File: src/rtl/ram_16to8_pkg.sv
// Shared default geometry for the ram_16to8 simple dual-port memory.
package ram_16to8_pkg;

  localparam int WIDTH_DEF = 8;
  localparam int DEPTH_DEF = 16;
  localparam int ADDR_DEF  = 4;

endpackage

File: src/rtl/ram_16to8.sv
// Simple dual-port flop-based RAM: one write and one registered read per cycle,
// write-first on same-address collision, whole array cleared by async reset.
module ram_16to8
  import ram_16to8_pkg::*;
#(
  parameter int width = WIDTH_DEF,
  parameter int depth = DEPTH_DEF,
  parameter int addr  = ADDR_DEF
) (
  input  logic             clk,
  input  logic             rst,
  input  logic             we,
  input  logic [addr-1:0]  wr_addr,
  input  logic [width-1:0] wr_data,
  input  logic             re,
  input  logic [addr-1:0]  rd_addr,
  output logic [width-1:0] d_out
);

  logic [width-1:0] mem_reg [depth];
  logic [depth-1:0] wr_sel;
  logic             bypass;

  // One-hot write decode, one select line per word.
  generate
    for (genvar gi = 0; gi < depth; gi++) begin : g_wr_sel
      assign wr_sel[gi] = we && (wr_addr == addr'(gi));
    end
  endgenerate

  assign bypass = we && (wr_addr == rd_addr);

  // Write port; flops (not block RAM) so reset can clear every word.
  always_ff @(posedge clk or negedge rst) begin
    if (!rst) begin
      for (int i = 0; i < depth; i++) begin
        mem_reg[i] <= '0;
      end
    end else begin
      for (int i = 0; i < depth; i++) begin
        if (wr_sel[i]) begin
          mem_reg[i] <= wr_data;
        end
      end
    end
  end

  // Read port; a same-address write is forwarded so the read sees new data.
  always_ff @(posedge clk or negedge rst) begin
    if (!rst) begin
      d_out <= '0;
    end else if (re) begin
      d_out <= bypass ? wr_data : mem_reg[rd_addr];
    end
  end

endmodule

File: config.mk
export PLATFORM = sky130hd
export DESIGN_NAME = ram_16to8
export DESIGN_NICKNAME = d
export VERILOG_FILES = /design/src/rtl/ram_16to8_pkg.sv /design/src/rtl/ram_16to8.sv
export SDC_FILE = /design/constraint.sdc
export NUM_CORES = 1
export LEC_CHECK = 0
export ABC_AREA = 1
export CAP_MARGIN = 40
export CORE_MARGIN = 2
export CORE_UTILIZATION = 30
export CTS_CLUSTER_SIZE = 40
export DETAILED_ROUTE_END_ITERATION = 7
export GPL_ROUTABILITY_DRIVEN = 0
export SYNTH_ARGS = -nofsm -noshare
export SYNTH_HDL_FRONTEND = slang
export SYNTH_SLANG_ARGS = --single-unit
File: constraint.sdc
create_clock -name clk -period 1.05 [get_ports clk]
set_input_delay 0.21 -clock clk [delete_from_list [all_inputs] [get_ports clk]]
set_output_delay 0.21 -clock clk [all_outputs]
set_load 0.02 [all_outputs]
# Word-level counts from Yosys, hierarchy flattened
# Index checks and enable logic that the tools add are counted.
# classes
shifts	0
mul	0
n_eq_ne	16
magnitude_cmp	1
div_mod_pow	0
n_reduce_logical	18
add_sub_neg	0
mux	4
bitwise_logic	1
# op_table
operator	n
$bmux 8 s4	1
$eq 4x4->1 const B	8
$mux 8	3
$logic_and 1x1->1	17
$eq 4x3->1 const B	4
$eq 4x2->1 const B	2
$ge 5x5->1 const B	1
$not 4->5	1
$eq 4x1->1 const B	1
$eq 4x4->1	1
$logic_not 4->1	1
# totals
latchBits	0
register_bits	136
wordCells	57
n_memories	0
ramBits	0
out_inout_bits	8
rom_bits	0

# Depth between registers and ports, before layout
# logic_depth
ltp_word	5
depth_mapped	11

# Worst setup path after synthesis
# OpenSTA, ideal clock, no wires.
# synth_timing
path_type	input-to-reg
from	input rd_addr[1]
to	register d_out[5]
slack_ns	-0.234
arrival_ns	1.167
setup_ns	0.116
stages	11
n_path_buf	2
path_cell_list	buf_2 inv_1 nand2_1 nand2_1 nor2_1 nand3_2 buf_2 nor2_1 nor2_1 nand2_1 nand2_1
# synth_between
elab_chain_len	5
word_cells_on_any_way	7
classes_between	1 x eq/ne; 4 x mux; 1 x bitwise; 1 x reduce/logical
# synth_rtl
element	line	text
start: declaration	ram_16to8.sv:16	input logic [addr-1:0] rd_addr,
$not 4->5 (not written as such)	ram_16to8.sv:53	d_out <= bypass ? wr_data : mem_reg[rd_addr];
$bmux 8 s4	ram_16to8.sv:53	
$mux 8 (not written as such) (2 in a row)	ram_16to8.sv:53	
$mux 8 (*)	ram_16to8.sv:53	
end signal: assignment	ram_16to8.sv:53	
end: declaration	ram_16to8.sv:17	output logic [width-1:0] d_out
# Every way passes the cells marked *; elsewhere a longest branch is shown, timed or not. The select of a mux whose other input is x is not followed.
# A chain may end at the register's enable or synchronous reset.

# Worst setup path in the final report
# layout_timing
from	register d_out[5]
to	output d_out[5]
# No word-level cell between the ends.

==> reports/results.tsv <==
metric	value	unit
Comb power frac	0.214	
startpoint types	flip-flop	
Synth top cells by count	nand2_1, dfrtp_1, o21ai_0, nand3_1, inv_1	
Max Root-Sink Buffers	2	
via count	5998	
top cell type's share of synthesized area	0.521	
Final Hold Fails	0	
status	complete, but fails checks	
Avg Inst Size Synth	7.42	um2
Clock power frac	0.364	
layout cells sized above 1	0.246	
failing checks	setup timing	
Rel. slew slack	0.668	
count leader, synth	nand2_1	
GRT Residual Overflow	0	
TritonCTS clock tree	yes	
fraction of registers with async set/reset	1.00	
Mapped Nets	900	
Ant. Diodes	0	
initial antenna violation count	0	
detailed-route DRC error count	0	
Die Y	152	um
setup ws final	-0.147	ns
Maximum Capacitance Violations	0	
Finish-stage setup viols	13	
Internal Pwr Total	11.5	mW
Worst Path Arrival	0.99	ns
Post-DP Area	0.00764	mm2
crit path buf inv count	1	
P&R area growth vs syn	37.3	%
slew at the pin with the worst max-slew slack	0.498	ns
worst vdd ir	0.000951	V
design area	0.00897	mm2
clk_skew	0.00535	ns
max reg flops	128	
Clock Pin Slew Worst Setup and Hold Paths	0.06	ns
Final Critical Period	1.20	ns
root buf cell	clkbuf_16	
Detailed Place HPWL	12300	um
worst-skew pair later-pin latency	0.43	ns
Syn. warnings	0	
Slowest cell on crit path	dfrtp_1	
Net Sw Frac	0.297	
leakage power	4.61	nW
WL final	19700	um
DIE AREA	0.0230	mm2
number of H-tree levels	4	
biggest fanout along the worst timing path	2	
largest net degree at the start of global routing	63	
delay-heaviest family, CP	flip-flops	
post-synthesis cell area	0.00653	mm2
vias per cell	4.78	
floorplan core area	0.0212	mm2
max-slew violations	0	
Primary FF master, synth	dfrtp_1	
Total GRT Usage	0.176	
flops & latches, synth	136	
# nets final	986	
Critical Path Max Stage Delay	0.41	ns
Worst Setup End Kind	primary output	
largest cells by area after synthesis	dfrtp_1, nand2_1, o21ai_0	
Die X	152	um
Final Core Density	0.423	
Initial DRT Pass Iterations	6	
Row Count	53	
vias in the first global route	5547	
PD cells	1820	mW/mm2
# fillers	2116	
Post-synth EDFFs	0	
CP required	0.84	ns
period utilization	1.14	
Reg power frac	0.421	
Avg WL per Cell	15.7	um
first-pass GRT wire length	30700	um
number of CTS-inserted buffers	17	
antenna-violating nets left	0	
CTS sink count	136	
Synth Instances	880	
CP Class	flip-flop to primary output	
cell accounting for the most synthesized area	dfrtp_1	
CP cell instances	buf_6	
Seq/Total Area, Yosys	0.521	
Hold Path Class	primary input to asynchronous set/reset pin	
Max Freq	0.836	GHz
# port buffers	27	
Starting Density	0.308	
IO Pins	28	
RSZ-0062 raised after global routing	yes	
Yosys cell types	15	
P_sw	4.83	mW
drt initial violations	500	
-- kinds of logic (layout without fill, tap and decap cells) --
kind of cell           count (synthesis)  after routing  share of synthesized area
AO/OA/AOI/OAI                        128            128                     0.0981
buffers and inverters                134            233                     0.0806
AND/OR/NAND/NOR                      479            479                      0.296
flip-flops                           136            136                      0.521
XOR/XNOR                               3              3                    0.00402
-- power groups by stage --
stage	clock, mW	combinational, mW	sequential (mW)
finish	5.93	3.49	6.86
global route	6.26	3.94	6.98
CTS	6.02	3.12	6.85
detailed placement	0	2.87	6.92
global placement	0	2.80	6.90
floorplan	0	1.80	6.85
-- path summary, 6_finish.rpt --
path,startpoint,endpoint,slack [ns],cells past startpoint
max,d_out[5],d_out[5],-0.15,1
min,rst,mem_reg[16],0.32,3
max reg2reg,mem_reg[63],d_out[7],-0.07,8
min reg2reg,mem_reg[112],mem_reg[112],0.48,2
max in group asynchronous,rst,mem_reg[54],0.36,3
min in group clk,wr_addr[0],mem_reg[23],0.40,6
-- per-stage QoR --
stage	hold slack (ns)	instances	total power [mW]	setup slack, ns	setup TNS [ns]
final	0.316	1254	16.3	-0.147	-1.17
after detailed placement	0.201	1183	9.79	-0.742	-92.91
after global routing	0.344	1254	17.2	-0.173	-1.90
after CTS	0.326	1228	16.0	-0.153	-1.13
after floorplan	-0.0856	880	8.65	-0.137	-1.57
after global placement	0.207	1183	9.70	-0.746	-91.51
-- cells in the final DEF, fill, tap and decap left out, types with 9 or more instances in the layout --
cell type / count
nor2_1: 20
nand2_2: 17
inv_1: 76
buf_6: 10
o21ai_0: 112
buf_4: 64
nand3_1: 25
clkbuf_16: 18
dfrtp_1: 136
nand3_2: 61
nand2_4: 9
clkdlybuf4s50_1: 9
o21ai_1: 16
nand2_1: 337
buf_12: 23
-- final cells by class --
class / count / area, um2 / share of cell area
sequential: 136 / 3400 / 0.380
multi-input combinational: 610 / 3090 / 0.345
timing repair buffer: 117 / 1230 / 0.137
clock buffer: 20 / 457 / 0.0509
tap: 275 / 344 / 0.0384
inverter: 84 / 315 / 0.0352
clock inverter: 12 / 126 / 0.0141
-- layer usage --
metal	track usage	part of all wire
met3	0.0353	0.062
met4	0.0551	0.021
met5	0	0
met2	0.269	0.45
met1	0.252	0.47
-- repair_timing --
item,4_1_cts,5_1_grt
hold endpoints to repair,136,0
hold buffers,1,0
resized for setup,113,54
endpoints found under the setup margin,144,89
cloned,0,1
setup buffers,12,25
pin swaps,18,32
(Power assumes the default switching activity.)
